==> config.mk <==
export PLATFORM = sky130hd
export DESIGN_NAME = rgb_mode_pwm
export DESIGN_NICKNAME = d
export VERILOG_FILES = /design/src/rtl/rgb_mode_pwm.sv
export SDC_FILE = /design/constraint.sdc
export NUM_CORES = 1
export LEC_CHECK = 0
export ABC_AREA = 0
export CAP_MARGIN = 20
export CORE_MARGIN = 1.5
export CORE_UTILIZATION = 60
export DETAILED_ROUTE_END_ITERATION = 8
export PLACE_DENSITY = 0.8
export SYNTH_ARGS = -nofsm -noshare
export SYNTH_HDL_FRONTEND = slang
export SYNTH_SLANG_ARGS = --single-unit
==> constraint.sdc <==
create_clock -name clk -period 2.8 [get_ports clk]
set_input_delay 0.28 -clock clk [delete_from_list [all_inputs] [get_ports clk]]
set_output_delay 0.28 -clock clk [all_outputs]
set_load 0.03 [all_outputs]
==> src/rtl/rgb_mode_pwm.sv <==
// Button-driven RGB LED controller: short press steps colour mode, long press steps brightness.
// Optional triangle "breathing" brightness is built when RGB_BREATHE_EN is defined.
module rgb_mode_pwm #(
  parameter int PWM_PRESCALE     = 4,
  parameter int LONG_PRESS_COUNT = 50_000_000,
  parameter int BREATHE_STEP     = 200_000
) (
  input  logic       clk,
  input  logic       rst,
  input  logic       btn_level,
  output logic       led_r,
  output logic       led_g,
  output logic       led_b,
  output logic [2:0] mode,
  output logic [1:0] level
);

  localparam int HOLD_W  = $clog2(LONG_PRESS_COUNT);
  localparam int PRESC_W = (PWM_PRESCALE > 1) ? $clog2(PWM_PRESCALE) : 1;
  localparam logic [HOLD_W-1:0]  HOLD_LAST  = HOLD_W'(LONG_PRESS_COUNT - 1);
  localparam logic [PRESC_W-1:0] PRESC_LAST = PRESC_W'(PWM_PRESCALE - 1);

  localparam logic [1:0] ST_IDLE = 2'd0;
  localparam logic [1:0] ST_HELD = 2'd1;
  localparam logic [1:0] ST_LONG = 2'd2;

  function automatic logic [7:0] level_duty(input logic [1:0] lv);
    logic [7:0] d;
    case (lv)
      2'd0:    d = 8'd64;
      2'd1:    d = 8'd128;
      2'd2:    d = 8'd192;
      default: d = 8'd255;
    endcase
    return d;
  endfunction

  logic               btn_prev_q;
  logic [1:0]         state_q, state_d;
  logic [HOLD_W-1:0]  hold_cnt_q, hold_cnt_d;
  logic [2:0]         mode_q, mode_d;
  logic [1:0]         level_q, level_d;
  logic [PRESC_W-1:0] presc_q, presc_d;
  logic [7:0]         pwm_cnt_q, pwm_cnt_d;
  logic [7:0]         duty_sh_q, duty_sh_d;
  logic [2:0]         en_sh_q, en_sh_d;
  logic [2:0]         led_q, led_d;
  logic               rise_s;
  logic               presc_wrap_s;
  logic               boundary_s;
  logic [7:0]         peak_s;
  logic [7:0]         duty_next_s;

  assign rise_s       = btn_level & ~btn_prev_q;
  assign presc_wrap_s = (presc_q == PRESC_LAST);
  assign boundary_s   = presc_wrap_s && (pwm_cnt_q == 8'hFF);
  assign peak_s       = level_duty(level_q);

  // One action per press: a release from HELD steps mode, reaching the hold limit steps level.
  always_comb begin
    state_d    = state_q;
    hold_cnt_d = hold_cnt_q;
    mode_d     = mode_q;
    level_d    = level_q;
    case (state_q)
      ST_IDLE: begin
        if (rise_s) begin
          state_d    = ST_HELD;
          hold_cnt_d = '0;
        end else begin
          state_d = ST_IDLE;
        end
      end
      ST_HELD: begin
        if (btn_level) begin
          if (hold_cnt_q == HOLD_LAST) begin
            state_d = ST_LONG;
            level_d = level_q + 2'd1;
          end else begin
            hold_cnt_d = hold_cnt_q + HOLD_W'(1);
          end
        end else begin
          state_d = ST_IDLE;
          mode_d  = mode_q + 3'd1;
        end
      end
      ST_LONG: begin
        if (!btn_level) begin
          state_d = ST_IDLE;
        end else begin
          state_d = ST_LONG;
        end
      end
      default: state_d = ST_IDLE;
    endcase
  end

`ifdef RGB_BREATHE_EN
  localparam int BR_W = (BREATHE_STEP > 1) ? $clog2(BREATHE_STEP) : 1;
  localparam logic [BR_W-1:0] BR_LAST = BR_W'(BREATHE_STEP - 1);

  logic [BR_W-1:0] br_cnt_q, br_cnt_d;
  logic [7:0]      breathe_q, breathe_d;
  logic            br_up_q, br_up_d;
  logic            br_tick_s;

  assign br_tick_s = (br_cnt_q == BR_LAST);

  // Triangle ramp; a lowered peak clamps the value at once and turns the ramp downward.
  always_comb begin
    br_cnt_d  = br_tick_s ? '0 : br_cnt_q + BR_W'(1);
    breathe_d = breathe_q;
    br_up_d   = br_up_q;
    if (breathe_q > peak_s) begin
      breathe_d = peak_s;
      br_up_d   = 1'b0;
    end else if (br_tick_s) begin
      if (br_up_q) begin
        if (breathe_q >= peak_s) begin
          br_up_d   = 1'b0;
          breathe_d = breathe_q - 8'd1;
        end else begin
          breathe_d = breathe_q + 8'd1;
        end
      end else begin
        if (breathe_q == 8'd0) begin
          br_up_d   = 1'b1;
          breathe_d = 8'd1;
        end else begin
          breathe_d = breathe_q - 8'd1;
        end
      end
    end else begin
      breathe_d = breathe_q;
    end
    duty_next_s = (breathe_q < peak_s) ? breathe_q : peak_s;
  end

  // Breathing ramp state.
  always_ff @(posedge clk) begin
    if (rst) begin
      br_cnt_q  <= '0;
      breathe_q <= 8'd0;
      br_up_q   <= 1'b1;
    end else begin
      br_cnt_q  <= br_cnt_d;
      breathe_q <= breathe_d;
      br_up_q   <= br_up_d;
    end
  end
`else
  logic [31:0] unused_breathe_step_s;
  assign unused_breathe_step_s = 32'(BREATHE_STEP);
  assign duty_next_s = peak_s;
`endif

  // PWM timebase; shadows only reload at the period boundary so a period is never cut short.
  always_comb begin
    presc_d   = presc_wrap_s ? '0 : presc_q + PRESC_W'(1);
    pwm_cnt_d = presc_wrap_s ? pwm_cnt_q + 8'd1 : pwm_cnt_q;
    if (boundary_s) begin
      duty_sh_d = duty_next_s;
      en_sh_d   = mode_q;
    end else begin
      duty_sh_d = duty_sh_q;
      en_sh_d   = en_sh_q;
    end
    led_d = en_sh_q & {3{pwm_cnt_q < duty_sh_q}};
  end

  // All state registers.
  always_ff @(posedge clk) begin
    if (rst) begin
      btn_prev_q <= 1'b1;
      state_q    <= ST_IDLE;
      hold_cnt_q <= '0;
      mode_q     <= 3'd0;
      level_q    <= 2'd1;
      presc_q    <= '0;
      pwm_cnt_q  <= 8'd0;
      duty_sh_q  <= 8'd0;
      en_sh_q    <= 3'd0;
      led_q      <= 3'd0;
    end else begin
      btn_prev_q <= btn_level;
      state_q    <= state_d;
      hold_cnt_q <= hold_cnt_d;
      mode_q     <= mode_d;
      level_q    <= level_d;
      presc_q    <= presc_d;
      pwm_cnt_q  <= pwm_cnt_d;
      duty_sh_q  <= duty_sh_d;
      en_sh_q    <= en_sh_d;
      led_q      <= led_d;
    end
  end

  assign led_r = led_q[0];
  assign led_g = led_q[1];
  assign led_b = led_q[2];
  assign mode  = mode_q;
  assign level = level_q;

endmodule

==> run summary <==
The net count of the finished layout is 339. For this block, the via count after detailed routing is 2,317. Detailed placement ended at an HPWL of 4.182 mm.

The final hold violation count was 0. The post-route netlist has 7.187% of its cells at a drive strength greater than 1. For the number of resized instances in the post-cts repair step, the log shows 0. The most used flip-flop cell after synthesis is dfxtp_1. Number of cells produced by synthesis: 313.

Once layout is done, the placed cells without fillers occupy 2959 sq um. Leakage power: 1.056 nW. After detailed routing, the average wire length per cell comes to 15.59 um.

The number of clock buffers added by TritonCTS is 5. The critical path's largest stage delay is 0.56 ns, and the detailed-router iteration count before antenna repair is 5. No sink is reached through more buffers than the 2 on the longest clock path.

Leaving out filler cells and counting taps, the final layout contains 372. The synthesis-stage register bit count works out to 53. The run gives 2756 sq um as the post-synth design cell area. The core region is 4384 sq um.

From bottom edge to top edge, the die measures 70.78 um. The global-route wire length before repair is 10.11 mm. The H-tree was split into 2 levels. In this run the remaining antenna-violating nets after routing total 0. The critical path in this run is classified as reg -> reg. The depth of the worst hold-timing path is 1, and the hold buffer count at CTS is 0.

The total area of multi-input combinational cells was 1579 sq um; the required time of the worst setup path was 3.05 ns. Setup slack on the worst reg-to-reg path comes out at 0.48 ns. Yosys mapped a number of flops with a built-in enable equal to 0.

The endpoint identified for the worst register-to-register timing path is hold_cnt_q[25]$_SDFFE_PP0P_. Setup repair after global routing left no endpoint under its margin. For the pin with the worst max-slew slack, the measured transition is 0.8394 ns. The path with the worst hold slack has its endpoint at presc_q[0]$_SDFF_PP0_. The portion of the clock cycle consumed by the worst path in the final layout was 82.77%.

The worst register-to-register path begins at state_q[1]$_SDFFE_PP0P_. The tools report the count of unresolved DRC violations after routing as 0. Slowest cell on the critical path: a21oi_2.

Entering global routing, the biggest net connects 29 pins. The run gives 0 as the count of antenna diodes in the layout. For this design the ratio of total power to cell area is 424.3 nW/um^2. STA classifies the critical path endpoint as a flip-flop. Setup violations remaining at the end of the flow were counted as 0. Global routing used 24.96% of the available tracks.

Yosys printed 0 warnings. Class of the worst hold path: reg -> reg. TritonCTS built the clock tree.

The tools report the startpoint of the tightest hold check path as presc_q[0]$_SDFF_PP0_. The number of sinks handled by clock tree synthesis is 53, and the signal arrival time at the worst endpoint is 2.56 ns. The cell family contributing the most delay on the critical path is compound AO/OA/AOI/OAI gates. Traced cell by cell, the critical path runs through inv_1, ha_1, nor2b_1, buf_4, o211ai_1, a21oi_2, a21bo_2, a31oi_1. Together, buffers and inverters on the worst path number 2. Headroom to the max-slew limit came out at 43.53%. Kind of launch point of the worst setup path: a flip-flop. After detailed routing, the number of vias per cell comes to 6.228.

The number of antenna violations at the first check in global routing is 0, and the final standard cell utilization of the core is 67.49%. After detailed placement, the total cell area comes to 2873 sq um. The tools report the clock latency on the worst-skew pair as 0.32 ns. The tools report the number of fill cells as 353.

In this run the horizontal extent of the chip is 70.78 um. In this run the post-CTS setup repair buffer count came out at 0. For the worst flop-to-flop path, the logic depth is 8. Of all nets on the critical path, the largest fanout is 17. The logs give 431.5 MHz for the highest attainable clock frequency and 0.8783 for the final weighted congestion of routability-driven global placement. The cell count after placement is 364, and the clock skew after layout is 0.01333 ns. The share of synthesized flip-flops with an asynchronous set or reset works out to 0%. After detailed routing, the total wire length is 5.798 mm.

Sequential cells were found to cover 38.49% of the synthesized design area. The area taken by flip-flops and latches was 1061 sq um; the mean area per synthesized cell was 8.806 sq um. For the final routed database, the setup TNS stands at 0 ns.

The tools report the via count of the first global-routing pass as 2,169. After clock tree synthesis, the clock-pin slew on the worst setup and hold paths is 0.10 ns. The number of I/O port buffers came out at 10.

For the synthesized net count, the log shows 333. The tree is rooted in a clkbuf_8. The logs give 11 for the I/O pin total and 0 for the count of final max-slew check failures. Once the floorplan was initialized, standard cells occupied 62.87% of the core. Die outline area: 5010 sq um. The flow ran to the end, and the final reports show no timing, DRC or antenna violations. The layout overhead on the synthesized area was 7.354%; the maximum resistive drop on vdd was 0.3810 mV.

After layout, the minimum clock period comes to 2.318 ns. Across the run, the number of max-cap violations was 0. The placement row count came out at 24.

The netlist uses 56 different library cells. Global routing finished with a remaining overflow of 0. For this block, the initial DRC count from the detailed router was 194.
[power breakdown]
group / switching (mW) / leakage [nW] / internal, mW
Clock: 0.257 / 0.0456 / 0.179
Sequential: 0.00440 / 0.428 / 0.760
Combinational: 0.0347 / 0.582 / 0.0203
[worst max-delay path by stage]
stage                             from                          end  slack, ns  cells after the start
2_1_floorplan  state_q[1]$_SDFFE_PP0P_  hold_cnt_q[22]$_SDFFE_PP0P_       0.88                      9
3_3_place_gp                       rst  hold_cnt_q[25]$_SDFFE_PP0P_       0.62                      7
3_5_place_dp   state_q[1]$_SDFFE_PP0P_  hold_cnt_q[25]$_SDFFE_PP0P_       0.52                      8
4_1_cts        state_q[1]$_SDFFE_PP0P_  hold_cnt_q[25]$_SDFFE_PP0P_       0.49                      8
5_1_grt        state_q[1]$_SDFFE_PP0P_  hold_cnt_q[25]$_SDFFE_PP0P_       0.26                      8
6_report       state_q[1]$_SDFFE_PP0P_  hold_cnt_q[25]$_SDFFE_PP0P_       0.48                      8
[cells in the final DEF, fill, tap and decap left out, types with 2 or more instances in the layout]
cell / instances
dfxtp_1: 53
nor2_1: 28
nand2_1: 26
a21oi_1: 17
ha_1: 17
inv_1: 14
o21ai_0: 12
a31oi_1: 12
nand3_1: 10
clkdlybuf4s50_1: 10
nand4_1: 9
mux2i_1: 9
and3_1: 7
nor4_1: 7
nor3_1: 7
xor2_1: 6
and4_1: 5
clkbuf_8: 5
xnor2_1: 4
nor2b_1: 4
or3_1: 4
a211oi_1: 3
o22a_1: 3
a21o_1: 3
a22o_1: 3
nor4b_1: 2
nor3b_1: 2
or3_4: 2
nand2b_1: 2
a21oi_2: 2
a2bb2oi_1: 2
a41oi_1: 2
o211ai_1: 2
buf_4: 2
[routing by layer]
metal	track usage, %	part of all wire, %
met1	35.30	47
met2	38.42	46
met3	5.271	5.8
met4	7.757	0.79
met5	0	0
[cells in the mapped netlist (4+ instances only)]
master    instances  share of area [%]
or3_1             4               0.91
and3_1            7                1.6
nand2_1          26                3.5
xnor2_1           4                1.3
nor4_1            7                1.6
nand3_1          10                1.8
nor2b_1           4               0.91
o21ai_0          12                2.2
ha_1             17                7.7
inv_1            14                1.9
buf_2             5               0.91
mux2i_1           9                3.3
nor2_1           28                3.8
clkbuf_1          6               0.82
and4_1            5                1.6
nor3_1            7                1.3
a31oi_1          12                2.7
a21oi_1          17                3.1
dfxtp_1          53                 38
nand4_1           9                2.0
xor2_1            6                1.9
[metrics by stage]
stage	hold slack [ns]	power, mW	setup slack (ns)
after detailed placement	0.4264	0.8376	0.5178
after floorplan	0.3866	0.8210	0.8833
after global routing	0.4623	1.305	0.2583
after CTS	0.4402	1.263	0.4937
final	0.4335	1.256	0.4824
after global placement	0.4133	0.8357	0.6186
[cells by family after synthesis]
kind of cell | synth area share (%)
XOR/XNOR | 3.177
AND/OR/NAND/NOR | 23.74
AO/OA/AOI/OAI | 18.97
flip-flops | 38.49
adder cells (fa/ha/maj) | 7.717
multiplexers | 3.677
buffers and inverters | 4.221
[state kept, by name (all words and copies together) (netlist names)]
register    flops
btn_prev_q      1
duty_sh_q       3
en_sh_q         3
hold_cnt_q     26
led_q           3
level           2
mode            3
presc_q         2
pwm_cnt_q       8
state_q         2
[area by class of cell]
cell class	instances	area share [%]
well taps	52	2.199
repair buffers	12	3.890
clock buffers	6	2.452
flip-flops and latches	53	35.86
multi-input cells	233	53.36
clock inverters	2	0.4651
inverters	14	1.776
No activity file was read; power rests on OpenSTA's default activity.
